## src/rtl/ascon_perm_arbiter.sv

```systemverilog
// Round-robin arbiter sharing one Ascon permutation core between NUM_REQ
// requesters. Latches the winner's state and round count, drives the core,
// and returns the permuted state (or an error) with a one-cycle ack.
module ascon_perm_arbiter #(
   parameter int NUM_REQ     = 3,
   parameter int TIMEOUT_CYC = 64
) (
   input  logic                   clk,
   input  logic                   rst_n,
   input  logic [NUM_REQ-1:0]     req,
   input  logic [NUM_REQ*320-1:0] req_state,
   input  logic [NUM_REQ*4-1:0]   req_rounds,
   output logic [NUM_REQ-1:0]     ack,
   output logic [319:0]           rsp_state,
   output logic                   rsp_err,
   output logic                   busy,
   output logic                   perm_start,
   output logic [319:0]           perm_state,
   output logic [3:0]             perm_rounds,
   input  logic [319:0]           perm_out,
   input  logic                   perm_done
);

   localparam int PTR_W = $clog2(NUM_REQ);
   localparam int WD_W  = $clog2(TIMEOUT_CYC);

   typedef enum logic [1:0] {
      S_IDLE   = 2'd0,
      S_LAUNCH = 2'd1,
      S_WAIT   = 2'd2,
      S_RESP   = 2'd3
   } state_t;

   state_t           state;
   state_t           state_nxt;
   logic [PTR_W-1:0] rr_ptr;
   logic [PTR_W-1:0] grant;
   logic [PTR_W-1:0] win;
   logic [PTR_W-1:0] cand;
   int               arb_idx;
   logic [WD_W-1:0]  watchdog;
   logic [3:0]       win_rounds;
   logic             win_rounds_ok;
   logic             wd_expired;

   // Round-robin search: scan offsets from farthest to nearest so the
   // requester closest to rr_ptr is the last (winning) assignment.
   always_comb begin
      win     = rr_ptr;
      cand    = rr_ptr;
      arb_idx = 0;
      for (int k = NUM_REQ - 1; k >= 0; k--) begin
         arb_idx = (int'(rr_ptr) + k) % NUM_REQ;
         cand    = PTR_W'(arb_idx);
         if (req[cand]) begin
            win = cand;
         end
      end
   end

   // Winner's round count and its legality (1..12); the watchdog limit.
   always_comb begin
      win_rounds    = req_rounds[win*4 +: 4];
      win_rounds_ok = (win_rounds != 4'd0) && (win_rounds <= 4'd12);
      wd_expired    = (watchdog == WD_W'(TIMEOUT_CYC - 1));
   end

   // FSM state register.
   always_ff @(posedge clk or negedge rst_n) begin
      if (!rst_n) begin
         state <= S_IDLE;
      end else begin
         state <= state_nxt;
      end
   end

   // Next-state and control outputs; illegal round counts bypass the core.
   always_comb begin
      state_nxt  = state;
      ack        = '0;
      busy       = (state != S_IDLE);
      perm_start = 1'b0;
      case (state)
         S_IDLE: begin
            if (|req) begin
               state_nxt = win_rounds_ok ? S_LAUNCH : S_RESP;
            end
         end
         S_LAUNCH: begin
            perm_start = 1'b1;
            state_nxt  = S_WAIT;
         end
         S_WAIT: begin
            if (perm_done || wd_expired) begin
               state_nxt = S_RESP;
            end
         end
         S_RESP: begin
            ack[grant] = 1'b1;
            state_nxt  = S_IDLE;
         end
         default: state_nxt = S_IDLE;
      endcase
   end

   // Grant capture, core operands, watchdog, response data and pointer rotation.
   always_ff @(posedge clk or negedge rst_n) begin
      if (!rst_n) begin
         grant       <= '0;
         rr_ptr      <= '0;
         watchdog    <= '0;
         perm_state  <= '0;
         perm_rounds <= '0;
         rsp_state   <= '0;
         rsp_err     <= 1'b0;
      end else begin
         case (state)
            S_IDLE: begin
               if (|req) begin
                  grant       <= win;
                  perm_state  <= req_state[win*320 +: 320];
                  perm_rounds <= win_rounds;
                  if (!win_rounds_ok) begin
                     rsp_state <= '0;
                     rsp_err   <= 1'b1;
                  end
               end
            end
            S_LAUNCH: begin
               watchdog <= '0;
            end
            S_WAIT: begin
               if (perm_done) begin
                  rsp_state <= perm_out;
                  rsp_err   <= 1'b0;
               end else if (wd_expired) begin
                  rsp_state <= '0;
                  rsp_err   <= 1'b1;
               end else begin
                  watchdog <= watchdog + 1'b1;
               end
            end
            S_RESP: begin
               rr_ptr <= (grant == PTR_W'(NUM_REQ - 1)) ? '0 : grant + 1'b1;
            end
            default: ;
         endcase
      end
   end

endmodule
```

## config.mk

```make
export PLATFORM = sky130hd
export DESIGN_NAME = ascon_perm_arbiter
export DESIGN_NICKNAME = d
export VERILOG_FILES = /design/src/rtl/ascon_perm_arbiter.sv
export SDC_FILE = /design/constraint.sdc
export NUM_CORES = 1
export LEC_CHECK = 0
export ABC_AREA = 1
export CAP_MARGIN = 20
export CORE_AREA = 3 3 759 761
export DETAILED_ROUTE_END_ITERATION = 12
export DIE_AREA = 0 0 762 764
export PLACE_DENSITY = 0.3
export SLEW_MARGIN = 30
export SYNTH_ARGS = -nofsm -noshare
export SYNTH_HDL_FRONTEND = slang
export SYNTH_SLANG_ARGS = --single-unit
```

## constraint.sdc

```tcl
create_clock -name clk -period 2.4 [get_ports clk]
set_input_delay 0.36 -clock clk [delete_from_list [all_inputs] [get_ports clk]]
set_output_delay 0.36 -clock clk [all_outputs]
set_load 0.005 [all_outputs]
```

==> metrics.txt <==
status=complete, but fails checks; failing checks=setup timing; Filler cells=between 60000 and 70000; Mapped Nets=6014; Post-Syn Instances=~4700; initial DRC count=3108; router iterations before antenna repair=6; Final WS setup=-0.5893 ns; final-report setup violation count=between 600 and 700; ys flop type=dfrtp_1; residual DRC count=0; P per Cell Area=1380 nW/µm²; Crit. End Element=register; global-route wire length before repair=539600 µm; maximum capacitance violations=0; final total power=0.1017 W; H-tree lvl count=3; post-route insts no fill=between 10000 and 15000; GP Congestion=0.9414; Slew Viols, Final=0; DRT antenna net count=0; Worst setup SP type=register; IO buf count=1947; Max-Slew Margin vs Limit=0.4739; max frequency=between 0.3 and 0.4 GHz; Setup TNS=-269.28 ns; FP Rows=277; Synth Warn #=0; Clock Latency Late Sink=0.89 ns; syn_area_per_cell=7.186 µm²; largest net degree at the start of global routing=73; CP Data Required Time=3.13 ns; die area=approximately 580000 µm²; Final min period=roughly 3.0 ns; sequential standard cell area=16440 µm²; FF+latch count, synth=between 600 and 700; Worst-path clk slew=0.06 ns; Leakage=between 30 and 40 nW; worst min path class=in -> reg; Synth-to-Final Area Change=117.7%; CTS Buf Count=roughly 110; root buffer cell=clkbuf_16; initial antenna violation count=300; Netlist cell types=32; CTS Sinks=between 600 and 700; routed via count=44600; Cell Area, Synth=33830 µm²; critical path class=reg -> reg; DP HPWL=~380000 µm; vias in the first global route=roughly 45000; worst clock skew=0.05889 ns; Hold Startpoint=perm_out[4]; CTS Buffer Depth=4; TritonCTS clock tree=yes; Starting Density=0.05941; Post-synth EDFFs=0; Critical Path Max Stage Delay=0.44 ns; GRT Total Usage=0.1437; worst path cell trace=ha_4 -> nand2_1 -> nand3_2 -> nand2_2 -> inv_1 -> nand2_2 -> nand2_4 -> nand2_8 -> nand2_8 -> buf_4 -> buf_8 -> buf_12 -> buf_12 -> buf_4 -> o21ai_1 -> a21oi_1; Worst Setup SP=rr_ptr[1]; Final Hold Violating Endpoints=0; routed len/inst=30.06 µm; die width=between 700 and 800 µm; maximum vdd ir drop=0.6345 mV; share of layout cells above drive strength 1=0.1464; Crit-path slowest cell=dfrtp_2; vias per std cell=3.033; # placed instances=14300; Multi-input gate area=about 16000 µm²; CP arrival=3.72 ns; Post-Route WL=between 400000 and 500000 µm; RSZ-0062 raised after global routing=true; die height=~760 µm; nets=8329; sequential element share of the synthesized area=0.4860; Post-synth ARST share=1.000; Least-Margin Pin Slew=0.7867 ns; core area=569400 µm²; IO Count=~1900; Crit Path Max Fanout=41; Final period util=1.246; total global routing overflow=0; Min Hold Slack=about 0.12 ns; r2r startpoint=rr_ptr[1]
[what timing repair did]
item,in CTS,in global routing
hold endpoints to repair,283,0
cloned,23,34
hold buffers,47,0
setup buffers,28,21
setup endpoints to repair,841,800
pin swaps,22,29
gates resized for setup,181,252
[cell families (layout without fill, tap and decap cells)]
logic type,count (synthesis),in the layout,synth area share
AO/OA/AOI/OAI,974,974,0.1454
adder cells (fa/ha/maj),8,8,0.002959
flip-flops,657,657,0.4860
buffers and inverters,709,3101,0.08883
other,0,69,0
AND/OR/NAND/NOR,2360,2363,0.2769
[synthesized netlist by cell type (all sizes together) (5+ instances only)]
cell type	n	area, µm²
nand4	5	31.28
buf	117	783.3
o211ai	10	75.07
dfrtp	657	16440
clkbuf	236	885.9
nand3	362	1817
inv	355	1333
a21oi	627	3142
nor2	1271	4771
nand2	716	2710
ha	8	100.1
o21ai	331	1657
[critical path: cells and delay by family, from the launching register on]
family                     cells  cell delay (ns)
AOI/OAI and AO/OA              2             0.29
and+or+nand+nor                7             0.59
adders and majority gates      1             0.31
buffers and inverters          6             1.03
DFF                            1             0.44
[area by class of cell]
class,count,area share
timing repair buffer,2556,0.3644
sequential,657,0.2232
multi-input combinational,3345,0.2139
tap,7533,0.1280
clock buffer,144,0.04053
inverter,356,0.01894
clock inverter,44,0.008511
antenna,69,0.002344
timing repair inverter,1,0.0001189
[path summary, 6_finish.rpt]
kind	to	slack, ns	cells after the start
setup / recovery	perm_state[77]	-0.59	16
hold / removal	rsp_state[4]	0.12	5
setup reg to reg	perm_state[77]	-0.59	16
hold reg to reg	rsp_state[227]	0.47	2
max in group asynchronous	rsp_state[255]	1.29	4
min in group asynchronous	perm_state[111]	0.17	2
[per-layer routing]
| layer | share of wire | vias to the layer above | global-route usage |
|---|---|---|---|
| li1 | - | 19830 | - |
| met1 | 0.38 | 21640 | 0.1598 |
| met2 | 0.46 | 2211 | 0.2404 |
| met3 | 0.11 | 755 | 0.06507 |
| met4 | 0.047 | 164 | 0.05287 |
| met5 | 0.0025 | - | 0 |
[layout by cell type, fill, tap and decap left out, types with 7 or more instances in the layout]
| cell type | netlist | final |
|---|---|---|
| buf_16 | 0 | 32 |
| o211ai_1 | 10 | 10 |
| nand2_8 | 0 | 7 |
| dfrtp_1 | 657 | 656 |
| clkbuf_16 | 0 | 133 |
| diode_2 | 0 | 69 |
| nand3_4 | 0 | 18 |
| dlygate4sd3_1 | 0 | 47 |
| bufinv_16 | 0 | 13 |
| nand2_1 | 709 | 605 |
| buf_6 | 33 | 26 |
| clkbuf_8 | 0 | 19 |
| a21oi_4 | 0 | 10 |
| nand3_1 | 361 | 273 |
| buf_12 | 0 | 115 |
| clkbuf_1 | 236 | 19 |
| nand2_4 | 1 | 27 |
| clkinv_2 | 0 | 18 |
| a21oi_2 | 1 | 14 |
| nand3_2 | 1 | 72 |
| a21oi_1 | 626 | 603 |
| nor2_1 | 1271 | 1252 |
| clkdlybuf4s50_1 | 0 | 1905 |
| inv_1 | 351 | 345 |
| buf_4 | 3 | 393 |
| nand2_2 | 6 | 79 |
| o21ai_1 | 1 | 16 |
| o21ai_0 | 330 | 311 |
| nor2_2 | 0 | 15 |
[sequential cells by signal, indices dropped and copies added, names as in the netlist]
name         cells
perm_state     320
state            2
grant            2
rsp_err          1
watchdog         6
perm_rounds      4
rsp_state      320
rr_ptr           2
[stage by stage]
| stage | utilization | cell area [µm²] | setup slack (ns) |
|---|---|---|---|
| 2_1_floorplan | - | 33870 | -0.08054 |
| 3_3_place_gp | 0.1157 | 65890 | -0.9904 |
| 3_5_place_dp | 0.1157 | 65890 | -1.000 |
| 4_1_cts | 0.1257 | 71600 | -0.6349 |
| 5_1_grt | 0.1291 | 73530 | -0.7407 |
| 6_report | 0.1293 | 73650 | -0.5893 |
[power breakdown]
| group | total [W] | switching, W | internal, W | leakage (nW) |
|---|---|---|---|---|
| registers | 0.0178 | 0.00294 | 0.0149 | 8.09 |
| logic | 0.0667 | 0.0390 | 0.0277 | 20.8 |
| clock network | 0.0171 | 0.00705 | 0.0101 | 1.78 |
| total | 0.102 | 0.0490 | 0.0527 | 30.6 |
Note: power is estimated with default switching activity, not from simulation.
